[src/rtl/clock_ctrl_pkg.sv]
// Shared types and constants for the clock-setting controller: FSM states,
// field indices into the strobe vectors, BCD field maxima and wrap-down burst lengths.
package clock_ctrl_pkg;

   typedef enum logic [2:0] {
      ST_RUN     = 3'd0,
      ST_SET_HR  = 3'd1,
      ST_SET_MIN = 3'd2,
      ST_SET_SEC = 3'd3,
      ST_WRAP_DN = 3'd4
   } state_e;

   localparam logic [1:0] FLD_SEC = 2'd0;
   localparam logic [1:0] FLD_MIN = 2'd1;
   localparam logic [1:0] FLD_HR  = 2'd2;

   localparam logic [7:0] MAX_SEC = 8'h59;
   localparam logic [7:0] MAX_MIN = 8'h59;
   localparam logic [7:0] MAX_HR  = 8'h23;

   localparam int BURST_W = 7;
   localparam logic [BURST_W-1:0] BURST_SEC_MIN = 7'd41;
   localparam logic [BURST_W-1:0] BURST_HR      = 7'd77;

   // o_field encoding doubles as the low bits of the matching state
   function automatic state_e mode_state(input logic [1:0] field);
      case (field)
         2'd0:    return ST_RUN;
         2'd1:    return ST_SET_HR;
         2'd2:    return ST_SET_MIN;
         default: return ST_SET_SEC;
      endcase
   endfunction

endpackage

[src/rtl/btn_press_gen.sv]
// Per-button press generator: rising-edge detect on a debounced level, plus
// optional hold-to-repeat when built with AUTO_REPEAT_EN and REPEAT_EN is set.
module btn_press_gen #(
   parameter int REPEAT_DLY = 500,
   parameter int REPEAT_PER = 100,
   parameter bit REPEAT_EN  = 1'b0
) (
   input  logic i_clk,
   input  logic i_rst,
   input  logic i_btn,
   input  logic i_arm,
   output logic o_press
);

   logic btn_q;
   logic rpt;

   always_ff @(posedge i_clk) begin
      if (i_rst) btn_q <= 1'b0;
      else       btn_q <= i_btn;
   end

`ifdef AUTO_REPEAT_EN
   localparam int CNT_MAX = (REPEAT_DLY > REPEAT_PER) ? REPEAT_DLY : REPEAT_PER;
   localparam int CW      = $clog2(CNT_MAX + 1);

   generate
      if (REPEAT_EN) begin : g_rpt
         logic [CW-1:0] rpt_cnt;

         // down-counter reloads while released or disarmed, so each hold starts fresh
         always_ff @(posedge i_clk) begin
            if (i_rst)                         rpt_cnt <= '0;
            else if (!btn_q || !i_btn || !i_arm) rpt_cnt <= CW'(REPEAT_DLY - 1);
            else if (rpt_cnt == '0)            rpt_cnt <= CW'(REPEAT_PER - 1);
            else                               rpt_cnt <= rpt_cnt - 1'b1;
         end

         assign rpt = i_btn & btn_q & i_arm & (rpt_cnt == '0);
      end else begin : g_edge_only
         logic unused_cfg;
         assign unused_cfg = i_arm ^ (REPEAT_DLY > REPEAT_PER);
         assign rpt = 1'b0;
      end
   endgenerate
`else
   logic unused_cfg;
   assign unused_cfg = i_arm ^ REPEAT_EN ^ (REPEAT_DLY > REPEAT_PER);
   assign rpt = 1'b0;
`endif

   assign o_press = (i_btn & ~btn_q) | rpt;

endmodule

[src/rtl/clock_set_ctrl.sv]
// Clock time-setting controller: 1 Hz run-mode advance, per-field set/clear/down
// with a wrap-down burst, blink control. Up/down auto-repeat under AUTO_REPEAT_EN.
//
// state      | meaning
// -----------+---------------------------------------------------------------
// ST_RUN     | time advances on i_tick; edit buttons ignored
// ST_SET_HR  | hours selected for editing; time frozen
// ST_SET_MIN | minutes selected for editing; time frozen
// ST_SET_SEC | seconds selected for editing; time frozen
// ST_WRAP_DN | o_down burst walking the selected field from 00 to its maximum
module clock_set_ctrl
   import clock_ctrl_pkg::*;
#(
   parameter int REPEAT_DLY = 500,
   parameter int REPEAT_PER = 100
) (
   input  logic       i_clk,
   input  logic       i_rst,
   input  logic       i_tick,
   input  logic       i_btn_mode,
   input  logic       i_btn_up,
   input  logic       i_btn_down,
   input  logic       i_btn_clear,
   input  logic [7:0] i_sec,
   input  logic [7:0] i_min,
   input  logic [7:0] i_hr,
   output logic [2:0] o_up,
   output logic [2:0] o_down,
   output logic [2:0] o_clear,
   output logic [1:0] o_field,
   output logic       o_busy,
   output logic       o_blink
);

   state_e             state, state_n;
   logic [BURST_W-1:0] burst_cnt, burst_n;
   logic [2:0]         up_n, down_n, clr_n;
   logic [1:0]         field_n, sel;
   logic               busy_n, blink_n, arm;
   logic [7:0]         sel_val, sel_max;
   logic               p_mode, p_up, p_dn, p_clr;

   assign arm = (state == ST_SET_HR) || (state == ST_SET_MIN) || (state == ST_SET_SEC);

   btn_press_gen #(.REPEAT_DLY(REPEAT_DLY), .REPEAT_PER(REPEAT_PER), .REPEAT_EN(1'b0)) u_mode (
      .i_clk(i_clk), .i_rst(i_rst), .i_btn(i_btn_mode), .i_arm(arm), .o_press(p_mode));
   btn_press_gen #(.REPEAT_DLY(REPEAT_DLY), .REPEAT_PER(REPEAT_PER), .REPEAT_EN(1'b1)) u_up (
      .i_clk(i_clk), .i_rst(i_rst), .i_btn(i_btn_up), .i_arm(arm), .o_press(p_up));
   btn_press_gen #(.REPEAT_DLY(REPEAT_DLY), .REPEAT_PER(REPEAT_PER), .REPEAT_EN(1'b1)) u_down (
      .i_clk(i_clk), .i_rst(i_rst), .i_btn(i_btn_down), .i_arm(arm), .o_press(p_dn));
   btn_press_gen #(.REPEAT_DLY(REPEAT_DLY), .REPEAT_PER(REPEAT_PER), .REPEAT_EN(1'b0)) u_clear (
      .i_clk(i_clk), .i_rst(i_rst), .i_btn(i_btn_clear), .i_arm(arm), .o_press(p_clr));

   // o_field 1/2/3 (hr/min/sec) maps onto strobe index 2/1/0
   assign sel = 2'd3 - o_field;

   always_comb begin
      sel_val = i_sec;
      sel_max = MAX_SEC;
      case (o_field)
         2'd1:    begin sel_val = i_hr;  sel_max = MAX_HR;  end
         2'd2:    begin sel_val = i_min; sel_max = MAX_MIN; end
         default: begin sel_val = i_sec; sel_max = MAX_SEC; end
      endcase
   end

   always_comb begin
      state_n = state;
      burst_n = burst_cnt;
      up_n    = '0;
      down_n  = '0;
      clr_n   = '0;
      field_n = o_field;
      busy_n  = 1'b0;
      blink_n = o_blink;
      case (state)
         ST_RUN: begin
            blink_n = 1'b1;
            if (i_tick) begin
               if (i_sec == MAX_SEC) begin
                  clr_n[FLD_SEC] = 1'b1;
                  if (i_min == MAX_MIN) begin
                     clr_n[FLD_MIN] = 1'b1;
                     if (i_hr == MAX_HR) clr_n[FLD_HR] = 1'b1;
                     else                up_n[FLD_HR]  = 1'b1;
                  end else begin
                     up_n[FLD_MIN] = 1'b1;
                  end
               end else begin
                  up_n[FLD_SEC] = 1'b1;
               end
            end
            if (p_mode) begin
               field_n = o_field + 2'd1;
               state_n = mode_state(field_n);
            end
         end
         ST_SET_HR, ST_SET_MIN, ST_SET_SEC: begin
            if (i_tick) blink_n = ~o_blink;
            if (p_mode) begin
               field_n = o_field + 2'd1;
               state_n = mode_state(field_n);
               blink_n = 1'b1;
            end else if (p_clr) begin
               clr_n[sel] = 1'b1;
            end else if (p_up ^ p_dn) begin
               if (p_up) begin
                  if (sel_val == sel_max) clr_n[sel] = 1'b1;
                  else                    up_n[sel]  = 1'b1;
               end else if (sel_val == 8'h00) begin
                  state_n     = ST_WRAP_DN;
                  busy_n      = 1'b1;
                  down_n[sel] = 1'b1;
                  burst_n     = (sel == FLD_HR) ? (BURST_HR - 7'd1) : (BURST_SEC_MIN - 7'd1);
               end else begin
                  down_n[sel] = 1'b1;
               end
            end
         end
         ST_WRAP_DN: begin
            if (burst_cnt == '0) begin
               state_n = mode_state(o_field);
               blink_n = 1'b1;
            end else begin
               busy_n      = 1'b1;
               down_n[sel] = 1'b1;
               burst_n     = burst_cnt - 7'd1;
            end
         end
         default: begin
            state_n = ST_RUN;
            field_n = 2'd0;
            blink_n = 1'b1;
         end
      endcase
   end

   always_ff @(posedge i_clk) begin
      if (i_rst) begin
         state     <= ST_RUN;
         burst_cnt <= '0;
         o_up      <= '0;
         o_down    <= '0;
         o_clear   <= '0;
         o_field   <= 2'd0;
         o_busy    <= 1'b0;
         o_blink   <= 1'b1;
      end else begin
         state     <= state_n;
         burst_cnt <= burst_n;
         o_up      <= up_n;
         o_down    <= down_n;
         o_clear   <= clr_n;
         o_field   <= field_n;
         o_busy    <= busy_n;
         o_blink   <= blink_n;
      end
   end

endmodule

[config.mk]
export PLATFORM = sky130hd
export DESIGN_NAME = clock_set_ctrl
export DESIGN_NICKNAME = d
export VERILOG_FILES = /design/src/rtl/clock_ctrl_pkg.sv /design/src/rtl/btn_press_gen.sv /design/src/rtl/clock_set_ctrl.sv
export SDC_FILE = /design/constraint.sdc
export NUM_CORES = 1
export LEC_CHECK = 0
export CAP_MARGIN = 40
export CORE_ASPECT_RATIO = 1.5
export CORE_MARGIN = 2
export CORE_UTILIZATION = 48
export DETAILED_ROUTE_END_ITERATION = 6
export GPL_TIMING_DRIVEN = 0
export PLACE_DENSITY = 0.89
export SETUP_SLACK_MARGIN = 0.02
export SYNTH_ARGS = -nofsm -noshare
export SYNTH_HDL_FRONTEND = slang
export SYNTH_SLANG_ARGS = --single-unit
[constraint.sdc]
create_clock -name i_clk -period 2.59 [get_ports i_clk]
set_input_delay 0.6475 -clock i_clk [delete_from_list [all_inputs] [get_ports i_clk]]
set_output_delay 0.6475 -clock i_clk [all_outputs]
set_load 0.01 [all_outputs]
After elaboration in Yosys (flattened, before gate mapping) --
Cells that the tools add are included.
Operators by class: add/subtract/negate cells 3, order comparisons 2, equal/unequal tests 27, muxes and demuxes 63, bitwise logic cells 11, reduce and logical (&&, ||, !) cells 13
Operators by type and width (number):
- $mux W3 | 25
- $mux W7 | 8
- $pmux W3 S2 | 3
- $eq A8 B7 Y1 const B | 2
- $ne A2 B2 Y1 const B | 8
- $pmux W8 S2 | 1
- $mux W1 | 15
- $ne A3 B3 Y1 const B | 5
- $pmux W7 S2 | 1
- $pmux W2 S3 | 2
- $pmux W3 S3 | 1
- $eq A8 B6 Y1 const B | 1
- $eq A8 B8 Y1 | 1
- $logic_not A8 Y1 | 1
- $logic_not A7 Y1 | 1
- $reduce_and A7 Y1 | 1
- $sub A7 B1 Y7 const B | 1
- $eq A2 B2 Y1 const B | 3
- $eq A3 B2 Y1 const B | 2
- $mux W2 | 3
- $not A1 Y1 | 6
- $reduce_and A6 Y1 | 1
- $and A1 B1 Y1 | 4
- $eq A2 B1 Y1 const B | 2
- 18 further kinds | 21
Storage, ports and cells: bits in registers 27, bits of input ports 31, output and inout port bits 13, word-level logic and storage cells 131

Logic depth before layout (Yosys ltp) --
depth in word-level cells 11, gate-level depth with buffers 10, gate-level depth less buffers 8

By module --
From an unflattened synthesis, not the netlist that was laid out.
Unflattened totals: cell total of the unflattened synthesis 191, area, all modules 1671.6 um2
By module, submodules not included:
- clock_set_ctrl | times used 1, cells each 179, area an instance 1481.4 um2, seq. area each 460.4 um2
- btn_press_gen | times used 4, cells each 3, area an instance 47.5 um2, seq. area each 20.0 um2

Least setup slack after synthesis --
No wires, ideal clock.
kind register to register, start reg o_field[0], end reg burst_cnt[2], library setup time 0.073 ns, arrival 2.376 ns, data required time 2.517 ns, slack 0.140 ns, cell stages (with the launch flop) 10, path buffers 1, clock period less this slack 2.450 ns, cell sequence dfxtp_1 > inv_1 > ha_1 > buf_6 > a221oi_2 > o221ai_2 > nand4bb_4 > or4_4 > a211o_1 > o211ai_2
Between the ends: word-level cells in the longest chain between the ends 9, elaborated cells on any way between the ends 15, those cells by class add/sub: 1; eq/ne: 4; mux: 8; reduce/logical: 2
Ends and longest elaborated chain:
- from (decl) | line clock_set_ctrl.sv:30 | output logic [1:0] o_field,
- from (signal assigned) | line clock_set_ctrl.sv:154 | o_field <= field_n;
- $sub A2 B2 Y2 | line clock_set_ctrl.sv:55 | assign sel = 2'd3 - o_field;
- $eq A2 B2 Y1 | line clock_set_ctrl.sv:114 | burst_n = (sel == FLD_HR) ? (BURST_HR - 7'd1) : (BURST_SEC_MIN - 7'd1);
- $mux W7 | line clock_set_ctrl.sv:114
- $mux W7 | line clock_set_ctrl.sv:110 | end else if (sel_val == 8'h00) begin
- $mux W7 | line clock_set_ctrl.sv:107 | if (p_up) begin
- $mux W7 | line clock_set_ctrl.sv:106 | end else if (p_up ^ p_dn) begin
- $mux W7 | line clock_set_ctrl.sv:104 | end else if (p_clr) begin
- $mux W7 | line clock_set_ctrl.sv:100 | if (p_mode) begin
- $pmux W7 S2 | line clock_set_ctrl.sv:76 | case (state)
- to (signal assigned) | line clock_set_ctrl.sv:150 | burst_cnt <= burst_n;
- to (decl) | line clock_set_ctrl.sv:36 | logic [BURST_W-1:0] burst_cnt, burst_n;
Parallel ways exist; a longest one is shown, timed or not. The select of a mux whose other input is x is not followed. A chain may end at the register's enable or synchronous reset.

Final worst setup path --
start reg o_field[0], end reg o_up[2]
Between the ends: word-level cells in the longest chain between the ends 11, elaborated cells on any way between the ends 17, those cells by class add/sub: 1; order compare: 2; eq/ne: 3; mux: 10; reduce/logical: 1
Ends and longest elaborated chain:
- $sub A2 B2 Y2 | line clock_set_ctrl.sv:55
- $lt A2 B3 Y1 (implied by the code) or $ge A2 B1 Y1 (tied branches) | line clock_set_ctrl.sv:109 | else up_n[sel] = 1'b1;
- $logic_and A1 B1 Y1 (implied by the code) | line clock_set_ctrl.sv:109
- $mux W1 (implied by the code) | line clock_set_ctrl.sv:109
- $demux W1 S2 | line clock_set_ctrl.sv:109
- $mux W3 * | line clock_set_ctrl.sv:108 | if (sel_val == sel_max) clr_n[sel] = 1'b1;
- $mux W3 * | line clock_set_ctrl.sv:107
- $mux W3 * | line clock_set_ctrl.sv:106
- $mux W3 * | line clock_set_ctrl.sv:104
- $mux W3 * | line clock_set_ctrl.sv:100
- $pmux W3 S2 * | line clock_set_ctrl.sv:76
- to (signal assigned) | line clock_set_ctrl.sv:151 | o_up <= up_n;
- to (decl) | line clock_set_ctrl.sv:27 | output logic [2:0] o_up,
Mark *: on every way between the ends. The rest lies on a longest branch, timed or not.

==> run_results.csv <==
group,metric,value,unit
run_status,status,"finished clean",
layout,final_common_cell,"clkdlybuf4s50_1",
timing,drv_slew,0,
logic_synthesis,yosysUniqueCellTypes,56,
floorplanning,io_pins,44,
global_routing,antenna_found_initial,0,
floorplanning,start_util,49.0,%
routing,vias,1709,
logic_synthesis,synth_top_family_by_area,"simple AND/OR/NAND/NOR gates",
setup_path,rrSetupSlack,90,ps
logic_synthesis,synth_compound_area_share,26.1,%
routing,drtAntennaViolNets,0,
pwr,total_power,944,uW
timing,fin_worst_skew,3.93,ps
logic_synthesis,synthTopCellsByArea,"dfxtp_1 33%, o21ai_0 4.3%, ha_1 3.8%",
logic_synthesis,yosysSeqAreaShare,33.0,%
layout,syn_to_final_growth,34.8,%
clock_tree,ctsRootBufferMaster,"clkbuf_8",
setup_path,critPathArrivalTime,2670,ps
routing,drtIter0Drc,78,
global_routing,grt_use_total,21.6,%
logic_synthesis,synth_fa_ha_area_share,3.81,%
routing,drt-total-wl,4.37,mm
worst_hold_path,min-delay-start,"burst_cnt[1]",
setup_path,crit-reg2reg-launch,"o_field[0]",
layout,stdcell_area,2210,um2
clock_tree,worstSkewPairLatency,270,ps
logic_synthesis,yosys.area_share.simple,31.1,%
logic_synthesis,ys_seq_elements,27,
global_routing,grt_first_pass_wirelength,6.62,mm
logic_synthesis,yosysWarningCount,0,
logic_synthesis,syn_nets,227,
logic_synthesis,async_flop_share,0,%
setup_path,r2r_end,"o_up[2]",
logic_synthesis,avgSynthCellArea,8.59,um2
layout,diodes,0,
clock_tree,clock-sinks,27,
routing,vias_per_cell,6.10,
global_routing,grt_max_degree,15,
logic_synthesis,synth_top_area_share,33.0,%
placement,gp_congestion,0.885,
global_routing,grt_overflow,0,
logic_synthesis,syn-cell-area,1640,um2
setup_path,endpoint_kind,"register",
logic_synthesis,netlist.top_cell.by_area,"dfxtp_1",
setup_path,reg2reg_depth,9,
worst_hold_path,hp-class,"register to register",
worst_hold_path,min_to,"burst_cnt[1]",
layout,layout.nets,275,
timing,fin_crit_sh,96.5,%
routing,wl_per_cell,15.6,um
clock_tree,numCtsBuffers,3,
setup_path,start_kind,"register",
setup_path,cp_max_fo,9,
clock_tree,htree_levels,1,
timing,period_needed,2500,ps
pwr,leakagePower,0.000813,uW
logic_synthesis,synth-edff-count,0,
placement,dp_hpwl,3.36,mm
timing,finalSetupViolCount,0,
floorplanning,die_w,51.7,um
layout,finish.utilization,66.0,%
clock_tree,clockBufferDepth,2,
logic_synthesis,synth_mux_area_share,0.610,%
clock_tree,cts_tree,"yes",
worst_hold_path,hold_depth,2,
floorplanning,fp.coreArea,3350,um2
timing,tightest_slew,796,ps
routing,dr.pass1.iters,4,
pwr,power_density,427,nW/um2
placement,io_buffers,42,
clock_tree,clk_pin_slew,90,ps
setup_path,critical_path_class,"register to register",
floorplanning,die_y,75.6,um
floorplanning,die-area,3910,um2
pwr,peakVddDrop,0.262,mV
timing,max_slew_margin,46.8,%
timing,fmax,400,MHz
logic_synthesis,synth_xor_area_share,0.534,%
job,max_cap_violations,0,
timing,finalHoldViolations,0,
placement,dpl_cell_area,2110,um2
timing,rsz0062_at_grt,"false",
routing,drc,0,
floorplanning,fp-row-count,26,
setup_path,required,2760,ps
global_routing,first_global_vias,1591,
layout,mostFrequentLayoutCells,"40 x clkdlybuf4s50_1, 25 x dfxtp_1, 13 x nor2_1, 13 x nand2_1, 13 x o21ai_0",
logic_synthesis,postSynthCellCount,191,
logic_synthesis,ys.flop_type,"dfxtp_1",
layout,drive_gt1_share,11.8,%
==> synth_stat cells, types with 4 or more instances <==
cell type / n
o211ai_1: 4
o21ai_0: 14
nand2_1: 13
nor2b_1: 6
nor3_1: 6
nand3_1: 5
nand4_1: 5
nor2_1: 13
and2_1: 6
a21oi_1: 7
inv_1: 8
nor4_1: 4
dfxtp_1: 27
ha_1: 5
a211oi_1: 4
==> worst max-delay path: stages, from the launching register on <==
cell and delay (ps):
dfxtp_4 390, inv_1 60, ha_1 300, buf_6 140, a221oi_2 210, o221ai_2 150, or4_4 510, a211oi_4 280
nor4_2 100, a22o_1 260
==> flip-flops by register name, summed over array words and instances (netlist names), 2 cells and up <==
register   flops
burst_cnt      7
o_clear        3
o_down         3
o_field        2
o_up           3
state          3
==> where the power goes <==
part / total [uW] / internal (uW) / leakage, uW / switching [uW]
registers: 436 / 427 / 0.000221 / 9.18
clock network: 239 / 110 / 0.0000228 / 128
logic: 269 / 128 / 0.000570 / 141
total: 944 / 665 / 0.000813 / 279
==> area by class of cell <==
cell class | count | area, um2
flip-flops and latches | 27 | 546
plain buffers | 7 | 50.0
multi-input cells | 149 | 1050
clock buffers | 4 | 45.0
inverters | 8 | 30.0
repair buffers | 43 | 433
fillers | 285 | 1140
well taps | 42 | 52.6
==> what timing repair did <==
| item | 4_1_cts | 5_1_grt |
|---|---|---|
| hold endpoints to repair | 0 | 0 |
| setup buffers | 0 | 1 |
| gates resized for setup | 1 | 13 |
| pin swaps | 1 | 3 |
| endpoints found under the setup margin | 4 | 11 |
| gates cloned | 0 | 0 |
| hold buffers | 0 | 0 |
==> kinds of logic (layout without fill, tap and decap cells) <==
family                   count (synthesis)  in the layout
adder cells (fa/ha/maj)                  5              5
AO/OA/AOI/OAI                           59             59
flip-flops                              27             27
buffers and inverters                   15             62
XOR/XNOR                                 1              1
multiplexers                             1              1
AND/OR/NAND/NOR                         83             83
==> stage by stage <==
step / setup TNS, ps / hold slack [ps] / cells / setup WS [ps]
after floorplan: 0 / 450 / 191 / 140
after global placement: -1590 / 470 / 275 / -224
after detailed placement: -2430 / 486 / 275 / -260
after CTS: 0 / 504 / 279 / 36.2
after global routing: 0 / 513 / 280 / 14.2
final: 0 / 506 / 280 / 91.6
==> routing by layer <==
metal | GRT usage [%] | vias up | share of wire, %
met5 | 0 | - | 0
met4 | 11.7 | 0 | 3.8
met3 | 1.18 | 20 | 4.7
met2 | 40.9 | 74 | 55
met1 | 23.9 | 797 | 36
li1 | - | 818 | -
==> worst max path at each step <==
stage                              end  slack [ps]       start  cells past startpoint
final                          o_up[2]          90  o_field[0]                      9
after detailed placement  burst_cnt[2]        -260    i_min[1]                      7
after global routing      burst_cnt[2]          10  o_field[0]                     10
after CTS                      o_up[2]          40  o_field[1]                      9
after floorplan           burst_cnt[2]         140  o_field[0]                      9
after global placement    burst_cnt[2]        -220    i_min[1]                      7
Power figures use the tool's default switching activity.
